File: config.mk
export PLATFORM = sky130hd
export DESIGN_NAME = regfile_wb_scheduler_flat
export DESIGN_NICKNAME = d
export VERILOG_FILES = /design/src/rtl/wb_pkg.sv /design/src/rtl/regfile_wb_scheduler_if.sv /design/src/rtl/wb_fifo.sv /design/src/rtl/regfile_wb_scheduler.sv /design/src/flat_wrapper.sv
export SDC_FILE = /design/constraint.sdc
export NUM_CORES = 1
export LEC_CHECK = 0
export ABC_CLOCK_PERIOD_IN_PS = 3000
export CAP_MARGIN = 20
export CORE_MARGIN = 2
export CORE_UTILIZATION = 40
export DETAILED_ROUTE_END_ITERATION = 12
export PLACE_DENSITY = 0.73
export SLEW_MARGIN = 20
export SYNTH_ARGS = -nofsm -noshare
export SYNTH_HDL_FRONTEND = slang
export SYNTH_SLANG_ARGS = --single-unit
File: constraint.sdc
create_clock -name clk -period 3 [get_ports clk]
set_input_delay 0.6 -clock clk [delete_from_list [all_inputs] [get_ports clk]]
set_output_delay 0.6 -clock clk [all_outputs]
set_load 0.01 [all_outputs]
File: src/rtl/wb_pkg.sv
// wb_pkg: source tags and default widths shared by the writeback scheduler
package wb_pkg;
  typedef logic src_t;
  localparam src_t SRC_A = 1'b0;
  localparam src_t SRC_M = 1'b1;
  localparam int DEF_DATA_W = 32;
  localparam int DEF_ADDR_W = 5;
endpackage

File: src/rtl/regfile_wb_scheduler_if.sv
// regfile_wb_scheduler_if: writeback sources, register-file write port and hazard-check signals
interface regfile_wb_scheduler_if import wb_pkg::*; #(
  parameter int DATA_W = DEF_DATA_W,
  parameter int ADDR_W = DEF_ADDR_W
) ();
  logic              a_valid, a_ready, m_valid, m_ready;
  logic [ADDR_W-1:0] a_addr, m_addr;
  logic [DATA_W-1:0] a_data, m_data;
  logic              wr_en;
  logic [ADDR_W-1:0] wr_addr;
  logic [DATA_W-1:0] wr_data;
  logic [ADDR_W-1:0] chk_addr1, chk_addr2, chk_addr3;
  logic              pend1, pend2, pend3;
  modport master (
    output a_valid, a_addr, a_data, m_valid, m_addr, m_data, chk_addr1, chk_addr2, chk_addr3,
    input  a_ready, m_ready, wr_en, wr_addr, wr_data, pend1, pend2, pend3
  );
  modport slave (
    input  a_valid, a_addr, a_data, m_valid, m_addr, m_data, chk_addr1, chk_addr2, chk_addr3,
    output a_ready, m_ready, wr_en, wr_addr, wr_data, pend1, pend2, pend3
  );
endinterface

File: src/rtl/wb_fifo.sv
// wb_fifo: sync FIFO with two ordered push ports, one pop, count and key-match over valid entries
module wb_fifo #(
  parameter int W  = 37,
  parameter int D  = 2,
  parameter int KW = 5,
  parameter int NK = 3
) (
  input  logic                  clk,
  input  logic                  rst_n,
  input  logic                  push0,
  input  logic [W-1:0]          din0,
  input  logic                  push1,
  input  logic [W-1:0]          din1,
  input  logic                  pop,
  input  logic [NK-1:0][KW-1:0] keys,
  output logic [W-1:0]          dout,
  output logic                  full,
  output logic                  empty,
  output logic [$clog2(D):0]    count,
  output logic [NK-1:0]         hit
);
  localparam int PW = $clog2(D);
  logic [D-1:0][W-1:0] mem_q, mem_d;
  logic [PW-1:0] rd_q, rd_d, wr_q, wr_d;
  logic [PW:0] cnt_q, cnt_d;
  // push0 lands before push1 so a same-cycle pair keeps its order
  always_comb begin
    mem_d = mem_q;
    wr_d = wr_q;
    if (push0) begin
      mem_d[wr_d] = din0;
      wr_d = wr_d + PW'(1);
    end
    if (push1) begin
      mem_d[wr_d] = din1;
      wr_d = wr_d + PW'(1);
    end
    rd_d = rd_q + PW'(pop);
    cnt_d = cnt_q + (PW+1)'(push0) + (PW+1)'(push1) - (PW+1)'(pop);
  end
  always_comb begin
    hit = '0;
    for (int i = 0; i < D; i++)
      for (int k = 0; k < NK; k++)
        if ({1'b0, PW'(PW'(i) - rd_q)} < cnt_q && mem_q[i][W-1 -: KW] == keys[k]) hit[k] = 1'b1;
  end
  assign dout  = mem_q[rd_q];
  assign full  = cnt_q == (PW+1)'(D);
  assign empty = cnt_q == '0;
  assign count = cnt_q;
  always_ff @(posedge clk) begin
    if (!rst_n) begin
      rd_q <= '0;
      wr_q <= '0;
      cnt_q <= '0;
    end else begin
      rd_q <= rd_d;
      wr_q <= wr_d;
      cnt_q <= cnt_d;
    end
  end
  always_ff @(posedge clk) mem_q <= mem_d;
endmodule

File: src/rtl/regfile_wb_scheduler.sv
// regfile_wb_scheduler: merges ALU and load writebacks onto one register-file port in arrival order
module regfile_wb_scheduler import wb_pkg::*; #(
  parameter int DATA_W = DEF_DATA_W,
  parameter int ADDR_W = DEF_ADDR_W,
  parameter int QDEPTH = 2
) (
  input logic clk,
  input logic rst_n,
  regfile_wb_scheduler_if.slave bus
);
  localparam int EW = ADDR_W + DATA_W;
  logic a_push, m_push, a_full, m_full, a_empty, m_empty, ord_full, ord_empty, pop_a, pop_m;
  logic [EW-1:0] a_dout, m_dout;
  src_t head;
  logic [$clog2(QDEPTH):0] a_cnt, m_cnt;
  logic [$clog2(2*QDEPTH):0] ord_cnt;
  logic [2:0][ADDR_W-1:0] chk;
  logic [2:0] a_hit, m_hit, pend, ord_hit_unused;
  logic wr_en_q, wr_en_d;
  logic [ADDR_W-1:0] wr_addr_q, wr_addr_d;
  logic [DATA_W-1:0] wr_data_q, wr_data_d;
  assign bus.a_ready = rst_n && !a_full;
  assign bus.m_ready = rst_n && !m_full;
  // writes to r0 complete the handshake but are dropped here
  assign a_push = bus.a_valid && bus.a_ready && |bus.a_addr;
  assign m_push = bus.m_valid && bus.m_ready && |bus.m_addr;
  assign pop_a  = !ord_empty && head == SRC_A;
  assign pop_m  = !ord_empty && head == SRC_M;
  assign chk    = {bus.chk_addr3, bus.chk_addr2, bus.chk_addr1};
  wb_fifo #(.W(EW), .D(QDEPTH), .KW(ADDR_W), .NK(3)) u_qa (
    .clk, .rst_n, .push0(a_push), .din0({bus.a_addr, bus.a_data}), .push1(1'b0), .din1('0),
    .pop(pop_a), .keys(chk), .dout(a_dout), .full(a_full), .empty(a_empty), .count(a_cnt), .hit(a_hit)
  );
  wb_fifo #(.W(EW), .D(QDEPTH), .KW(ADDR_W), .NK(3)) u_qm (
    .clk, .rst_n, .push0(m_push), .din0({bus.m_addr, bus.m_data}), .push1(1'b0), .din1('0),
    .pop(pop_m), .keys(chk), .dout(m_dout), .full(m_full), .empty(m_empty), .count(m_cnt), .hit(m_hit)
  );
  wb_fifo #(.W(1), .D(2*QDEPTH), .KW(1), .NK(3)) u_ord (
    .clk, .rst_n, .push0(a_push), .din0(SRC_A), .push1(m_push), .din1(SRC_M),
    .pop(!ord_empty), .keys('0), .dout(head), .full(ord_full), .empty(ord_empty), .count(ord_cnt),
    .hit(ord_hit_unused)
  );
  always_comb begin
    wr_en_d   = !ord_empty;
    wr_addr_d = ord_empty ? wr_addr_q : (head == SRC_M ? m_dout[EW-1 -: ADDR_W] : a_dout[EW-1 -: ADDR_W]);
    wr_data_d = ord_empty ? wr_data_q : (head == SRC_M ? m_dout[DATA_W-1:0] : a_dout[DATA_W-1:0]);
  end
  always_ff @(posedge clk) begin
    if (!rst_n) begin
      wr_en_q <= 1'b0;
      wr_addr_q <= '0;
      wr_data_q <= '0;
    end else begin
      wr_en_q <= wr_en_d;
      wr_addr_q <= wr_addr_d;
      wr_data_q <= wr_data_d;
    end
  end
  always_comb begin
    pend = '0;
    for (int k = 0; k < 3; k++)
      pend[k] = |chk[k] && (a_hit[k] || m_hit[k] || (wr_en_q && wr_addr_q == chk[k]));
  end
  assign bus.wr_en   = wr_en_q;
  assign bus.wr_addr = wr_addr_q;
  assign bus.wr_data = wr_data_q;
  assign {bus.pend3, bus.pend2, bus.pend1} = pend;
  a_ord_count: assert property (@(posedge clk) disable iff (!rst_n)
    32'(ord_cnt) == 32'(a_cnt) + 32'(m_cnt));
  a_no_underflow: assert property (@(posedge clk) disable iff (!rst_n)
    !(pop_a && a_empty) && !(pop_m && m_empty));
  a_no_overflow: assert property (@(posedge clk) disable iff (!rst_n)
    !(ord_full && (a_push || m_push)));
endmodule

File: src/flat_wrapper.sv
// flat-port wrapper written by rule: the top's interface ports become plain ports
module regfile_wb_scheduler_flat import wb_pkg::*;
#(
  parameter int DATA_W = DEF_DATA_W,
  parameter int ADDR_W = DEF_ADDR_W,
  parameter int QDEPTH = 2
)
  (clk, rst_n, bus_a_valid, bus_a_addr, bus_a_data, bus_m_valid, bus_m_addr, bus_m_data, bus_chk_addr1, bus_chk_addr2, bus_chk_addr3, bus_a_ready, bus_m_ready, bus_wr_en, bus_wr_addr, bus_wr_data, bus_pend1, bus_pend2, bus_pend3);
  regfile_wb_scheduler_if #(.DATA_W(DATA_W), .ADDR_W(ADDR_W)) bus_i ();
  input logic clk;
  input logic rst_n;
  input wire logic [$bits(bus_i.a_valid)-1:0] bus_a_valid;
  input wire logic [$bits(bus_i.a_addr)-1:0] bus_a_addr;
  input wire logic [$bits(bus_i.a_data)-1:0] bus_a_data;
  input wire logic [$bits(bus_i.m_valid)-1:0] bus_m_valid;
  input wire logic [$bits(bus_i.m_addr)-1:0] bus_m_addr;
  input wire logic [$bits(bus_i.m_data)-1:0] bus_m_data;
  input wire logic [$bits(bus_i.chk_addr1)-1:0] bus_chk_addr1;
  input wire logic [$bits(bus_i.chk_addr2)-1:0] bus_chk_addr2;
  input wire logic [$bits(bus_i.chk_addr3)-1:0] bus_chk_addr3;
  output wire logic [$bits(bus_i.a_ready)-1:0] bus_a_ready;
  output wire logic [$bits(bus_i.m_ready)-1:0] bus_m_ready;
  output wire logic [$bits(bus_i.wr_en)-1:0] bus_wr_en;
  output wire logic [$bits(bus_i.wr_addr)-1:0] bus_wr_addr;
  output wire logic [$bits(bus_i.wr_data)-1:0] bus_wr_data;
  output wire logic [$bits(bus_i.pend1)-1:0] bus_pend1;
  output wire logic [$bits(bus_i.pend2)-1:0] bus_pend2;
  output wire logic [$bits(bus_i.pend3)-1:0] bus_pend3;
  assign bus_i.a_valid = bus_a_valid;
  assign bus_i.a_addr = bus_a_addr;
  assign bus_i.a_data = bus_a_data;
  assign bus_i.m_valid = bus_m_valid;
  assign bus_i.m_addr = bus_m_addr;
  assign bus_i.m_data = bus_m_data;
  assign bus_i.chk_addr1 = bus_chk_addr1;
  assign bus_i.chk_addr2 = bus_chk_addr2;
  assign bus_i.chk_addr3 = bus_chk_addr3;
  assign bus_a_ready = bus_i.a_ready;
  assign bus_m_ready = bus_i.m_ready;
  assign bus_wr_en = bus_i.wr_en;
  assign bus_wr_addr = bus_i.wr_addr;
  assign bus_wr_data = bus_i.wr_data;
  assign bus_pend1 = bus_i.pend1;
  assign bus_pend2 = bus_i.pend2;
  assign bus_pend3 = bus_i.pend3;
  regfile_wb_scheduler #(.DATA_W(DATA_W), .ADDR_W(ADDR_W), .QDEPTH(QDEPTH)) u_core (.clk(clk), .rst_n(rst_n), .bus(bus_i));
endmodule
==> impl_results.md, run 1 <==
- Status: finished, final reports clean
- Hold path startpoint: u_core.u_ord.mem_q[0]
- Slowest cell on the critical path: or4_1
- Final slew viol count: 0
- Core area: ~22000 um2
- Cell count after synthesis: 692
- CP cell instances: clkdlybuf4s50_1 > xor2_1 > or4_1 > nor3_2 > a211oi_1 > a21oi_1 > buf_2
- Sequential share of the synthesized area: 0.628
- Tmin final: between 2000 and 3000 ps
- Share of the synthesized area in the top cell type: 0.500
- Most common library cells after synthesis: edfxtp_1, a211oi_1, xor2_1, dfxtp_1, nor2_1
- Worst Tran Pin Value: 1000 ps
- P&R area growth vs syn: 29.5%
- Cell with the most instances after synthesis: edfxtp_1
- Layout Skew: 9.01 ps
- Ys Warns: 0
- Pleak: 4.07 nW
- Crit path kind: in -> out
- Initial Utilization: 0.407
- CTS tree: built
- Clock Sinks: 205
- Primary FF master, synth: edfxtp_1
- Worst path required time: 2400 ps
- GRT overflow: 0
- Largest fanout on the critical path: 2
- Cell Rows: 54
- Crit end category: primary output
- Synth Net Count: roughly 800
- Vias per cell: 5.08
- Multi-input combinational cell area: 3060 um2
- Pwr Total: 0.00955 W
- CTS max path bufs: 3
- Fill cells: 1828
- Die height: roughly 150 um
- Yosys reg bits: 205
- Final hold vios: 0
- Final Wtd Congestion: slightly below 0.9
- I/O Buffers: between 100 and 150
- Total Routed Length: 20800 um
- Number of buffers created by CTS: 21
- CTS root buf: clkbuf_16
- Max incr delay on CP: 490 ps
- I/O pins: 136
- R2R depth: 11
- RR Endpoint: u_core.u_ord.count[2]
- Largest net degree at the start of global routing: 76
- Final number of setup-violating endpoints: 0
- Gr usage total: 0.175
- Hold endpoint: u_core.u_ord.mem_q[0]
- Fin crit share: 0.962
- Post-synthesis async set-or-reset flop share: 0
- Routed via count: 5800
- WHS Path Cells: 1
- Initial antenna violation count: 1
- Detailed Place HPWL: between 10000 and 15000 um
- Largest area contributor in the netlist: edfxtp_1
- Avg Cell Area, Syn: 12.8 um2
- P per Cell Area: 829 nW/um2
- Placed cell area: between 10000 and 15000 um2
- Arr. time, crit path: 2290 ps
- DRT antenna net count: 0
- EDFF count, synth: 148
- Top cells by area, synth: edfxtp_1, dfxtp_1, a211oi_1
- H-tree levels: 1
- Slew headroom: 0.333
- R2R Path Start: u_core.u_qm.count[0]
- Area of the die: 23400 um2
- Register area: 5590 um2
- Syn Std Cell Area: 8890 um2
- MaxCap Viol Count: 0
- Fmax: approximately 350 MHz
- Vias in the first global route: between 5000 and 6000
- Drt wl/cell: 18.2 um
- VDD IR max: 0.000606 V
- Final Net Count: between 900 and 1000
- Hold Path Class: reg -> reg
- Yosys cell types: 36
- Layout cell share with drive strength beyond 1: 0.115
- DRT Pass-1 Iters: 4
- RSZ-0062 raised after global routing: no
- # hold bufs at CTS: 0
- Flop2flop setup slack: ~530 ps
- First-pass GRT wire length: roughly 33000 um
- Fin area: 11500 um2
- Clock latency on the worst-skew pair: 490 ps
- DRC: 0
- CP Launch Type: input pin
- Clk pin slew, worst setup/hold paths: approximately 60 ps
- Die width: 153 um
- DR iter-0 viols: slightly above 300
## final cells by class
cell class | count | share of cell area
sequential | 205 | 0.485
timing repair buffer | 183 | 0.153
inverter | 17 | 0.00554
antenna | 1 | 0.000217
multi-input combinational | 419 | 0.266
clock inverter | 10 | 0.00826
clock buffer | 27 | 0.0511
tap | 280 | 0.0304
## kinds of logic after synthesis
logic type               after synthesis  synth area share
AO/OA/AOI/OAI                        137             0.103
multiplexers                          38            0.0442
XOR/XNOR                              86            0.0847
flip-flops                           205             0.628
adder cells (fa/ha/maj)               16            0.0242
AND/OR/NAND/NOR                      142            0.0826
buffers and inverters                 68            0.0327
## placed cells by master, fill, tap and decap left out, drive strengths merged, types with 28 or more instances in the layout
cell type      count
a21oi             48
mux2i             37
nor2b             37
clkdlybuf4s50    127
dfxtp             57
nor2              57
a211oi            78
edfxtp           148
xnor2             28
xor2              58
clkbuf            28
buf               49
## where the power goes
part | switching (W) | internal [W] | total [W]
registers | 0.000251 | 0.00346 | 0.00371
clock network | 0.00102 | 0.00155 | 0.00256
logic | 0.00184 | 0.00144 | 0.00327
total | 0.00310 | 0.00644 | 0.00955
## per-layer routing
metal	wire [um]	vias to the layer above	GRT usage
li1	-	2830	-
met1	9190	2784	0.233
met2	9890	155	0.293
met3	1340	31	0.0405
met4	367	0	0.0428
met5	0	-	0
## through the flow
step | TNS, ps | hold slack [ps] | cells | utilization | setup slack, ps
6_report | 0 | 477 | 1142 | 0.527 | 114
2_1_floorplan | 0 | 437 | 692 | - | 70.0
3_5_place_dp | -3140 | 457 | 1100 | 0.494 | -394
3_3_place_gp | -2360 | 453 | 1100 | 0.494 | -333
4_1_cts | 0 | 471 | 1138 | 0.526 | 2.71
5_1_grt | 0 | 493 | 1141 | 0.527 | 4.37
## how the worst max path moves through the flow
stage | from | to | slack, ps | cells after the start
after global routing | bus_chk_addr1[2] | bus_pend1 | 4 | 8
after detailed placement | bus_chk_addr2[2] | bus_pend2 | -390 | 7
after floorplan | bus_m_addr[0] | u_core.u_ord.count[2] | 70 | 11
after global placement | bus_m_addr[0] | u_core.u_ord.count[2] | -330 | 11
after CTS | u_core.u_qa.mem_q[72] | bus_pend3 | 3 | 6
final | bus_chk_addr3[1] | bus_pend3 | 110 | 7
## worst max-delay path: cells and delay by family
family	cells	cell delay, ps
AO/OA/AOI/OAI	2	240
buffers and inverters	2	620
AND/OR/NAND/NOR	2	680
XOR/XNOR	1	160
## registers in the layout (all words and copies together) (netlist names), 2 cells and up
name and flops:
u_core.u_qa.mem_q 74, u_core.u_qm.count 2, u_core.u_qa.count 2, u_core.u_ord.count 3, u_core.u_ord.wr_q 2, u_core.u_ord.mem_q 4
u_core.bus.wr_addr 5, u_core.bus.wr_data 32, u_core.u_qm.mem_q 74, u_core.u_ord.rd_q 2
## what timing repair did
action,4_1_cts,5_1_grt
endpoints found under the setup margin,3,4
pin swaps,0,4
buffers inserted,1,3
endpoints found under the hold margin,0,0
resized for setup,13,6
gates cloned,0,0
(Power assumes the default switching activity.)
==> run 2: changes to the inputs <==
ABC_CLOCK_PERIOD_IN_PS = 2500   (was 3000)
MAX_ROUTING_LAYER = met4   (was unset)
SLEW_MARGIN = unset   (was 20)
clock period = 2.5 ns   (was 3 ns; I/O delays follow)
==> impl_results.md, run 2 (synthesized netlist as in run 1, its figures left out) <==
- I/O pins: 136 (unchanged)
- Flop2flop setup slack: 150 ps (-380 ps)
- Fmax: 370 MHz
- VDD IR max: 0.000582 V (-3.9%)
- Die width: 153 um (unchanged)
- Worst path required time: 2000 ps (-400 ps)
- Final slew viol count: 0 (unchanged)
- Final Util: 0.543 (+0.0155)
- Tmin final: about 2700 ps
- Arr. time, crit path: 2210 ps (-80 ps)
- Register area: 5590 um2 (about the same)
- R2R Path Start: u_core.u_qm.count[0]
- P per Cell Area: 987 nW/um2 (+19%)
- Gr usage total: 0.185 (+0.00942)
- Final number of setup-violating endpoints: 3 (+3)
- CTS max path bufs: 3 (unchanged)
- RR Endpoint: u_core.u_ord.count[2]
- Final hold vios: 0 (unchanged)
- Final setup TNS: -428 ps (-428 ps)
- Fin crit share: 1.08
- Initial antenna violation count: 0 (-1)
- Slew headroom: 0.411 (+0.0784)
- Fin area: 11800 um2 (+2.9%)
- Fill cells: 1844 (+0.88%)
- Pwr Total: 0.0117 W (+22%)
- I/O Buffers: 135 (unchanged)
- GRT overflow: 0 (unchanged)
- Status: finished with violations
- Clk pin slew, worst setup/hold paths: 60 ps (about the same)
- Total Routed Length: 21300 um (+2.4%)
- Die height: 153 um (unchanged)
- Cell Rows: 54 (unchanged)
- CP cell instances: xor2_1 > or4_1 > nor3_1 > a211oi_1 > a21oi_1 > buf_2
- DR iter-0 viols: 317 (+2.3%)
- DRT antenna net count: 0 (unchanged)
- Largest net degree at the start of global routing: 76 (unchanged)
- WHS Path Cells: 2 (+1)
- Crit end category: primary output
- Commonest non-fill, non-tap cell in the layout: edfxtp_1
- Pleak: 4.26 nW (+4.6%)
- Drt wl/cell: 18.2 um (about the same)
- # hold bufs at CTS: 0 (unchanged)
- Final Net Count: 983 (+2.8%)
- Dpl cells: 1124 (+2.2%)
- Hold Path Class: in -> reg
- Number of buffers created by CTS: 21 (unchanged)
- Largest fanout on the critical path: 3 (+1)
- R2R depth: 11 (unchanged)
- DRC: 0 (unchanged)
- RSZ-0062 raised after global routing: yes
- DRT Pass-1 Iters: 4 (unchanged)
- Slowest cell on the critical path: or4_1
- Final Wtd Congestion: 0.872 (+0.68%)
- Layout Skew: 11.3 ps (+2.27 ps)
- MaxCap Viol Count: 0 (unchanged)
- Hold path startpoint: bus_m_addr[3]
- CTS tree: built
- Worst Tran Pin Value: 883 ps (-118 ps)
- Clock latency on the worst-skew pair: 490 ps (about the same)
- First-pass GRT wire length: 33400 um (+2.5%)
- Routed via count: 6031 (+4.0%)
- Max incr delay on CP: 510 ps (+20 ps)
- P&R area growth vs syn: 33.3%
- CTS root buf: clkbuf_16
- Finished Layout Cells: 1169 (+2.4%)
- Initial Utilization: 0.407 (unchanged)
- Core area: 21800 um2 (unchanged)
- Most frequent cells in the layout: edfxtp_1, clkdlybuf4s50_1, a211oi_1, buf_4, xor2_1
- Failing checks: negative setup slack
- Detailed Place HPWL: 13900 um (+2.8%)
- Multi-input combinational cell area: 3150 um2 (+2.7%)
- Hold endpoint: u_core.u_qm.mem_q[72]
- Area of the die: 23400 um2 (unchanged)
- WP buf/inv: 1 (-1)
- Vias in the first global route: 6152 (+3.1%)
- Placed cell area: 11000 um2 (+2.2%)
- Layout cell share with drive strength beyond 1: 0.159 (+0.0438)
- Clock Sinks: 205 (unchanged)
- CP top delay family: simple AND/OR/NAND/NOR gates
- H-tree levels: 1 (unchanged)
- CP Launch Type: flip-flop
- Vias per cell: 5.16 (+1.6%)
- Crit path kind: reg -> out
- PnR worst setup slack: -206 ps (-320 ps)
==> run 2: final cells by class <==
class | count | share of cell area
Timing Repair Buffer | 210 | 0.169
Inverter | 17 | 0.00581
Sequential cell | 205 | 0.472
Clock inverter | 6 | 0.00866
Antenna cell | 1 | 0.000211
Multi-Input combinational cell | 419 | 0.266
Clock buffer | 31 | 0.0492
Tap cell | 280 | 0.0296
==> run 2: what timing repair did <==
item | in CTS | in global routing
setup endpoints to repair | 7 | 5
buffers inserted | 7 | 0
pin swaps | 17 | 8
gates resized for setup | 39 | 16
gates cloned | 0 | 0
==> run 2: worst max path at each step <==
| stage | start | end | slack [ps] | cells past startpoint |
|---|---|---|---|---|
| 2_1_floorplan | bus_m_addr[0] | u_core.u_ord.count[2] | -240 | 11 |
| 3_3_place_gp | bus_m_addr[0] | u_core.u_ord.count[2] | -750 | 11 |
| 3_5_place_dp | bus_m_addr[0] | u_core.u_ord.count[2] | -770 | 11 |
| 4_1_cts | u_core.u_qm.mem_q[72] | bus_pend2 | -210 | 7 |
| 5_1_grt | u_core.u_qm.mem_q[69] | bus_pend3 | -280 | 7 |
| 6_report | u_core.u_qa.mem_q[71] | bus_pend2 | -210 | 6 |
==> run 2: routing by layer <==
| layer | part of all wire | track usage |
|---|---|---|
| met1 | 0.42 | 0.234 |
| met2 | 0.49 | 0.306 |
| met3 | 0.067 | 0.0354 |
| met4 | 0.017 | 0.0489 |
| met5 | 0 | - |
==> run 2: per-stage QoR <==
| stage | setup slack (ps) | hold slack [ps] |
|---|---|---|
| global placement | -753 | 457 |
| global route | -276 | 301 |
| detailed placement | -774 | 459 |
| floorplan | -236 | 437 |
| finish | -206 | 314 |
| CTS | -205 | 420 |
==> run 2: report_power, final <==
group          switching (W)  internal, W  leakage (nW)
Combinational        0.00228      0.00184          2.10
Sequential          0.000303      0.00415          1.83
Clock                0.00120      0.00192         0.332
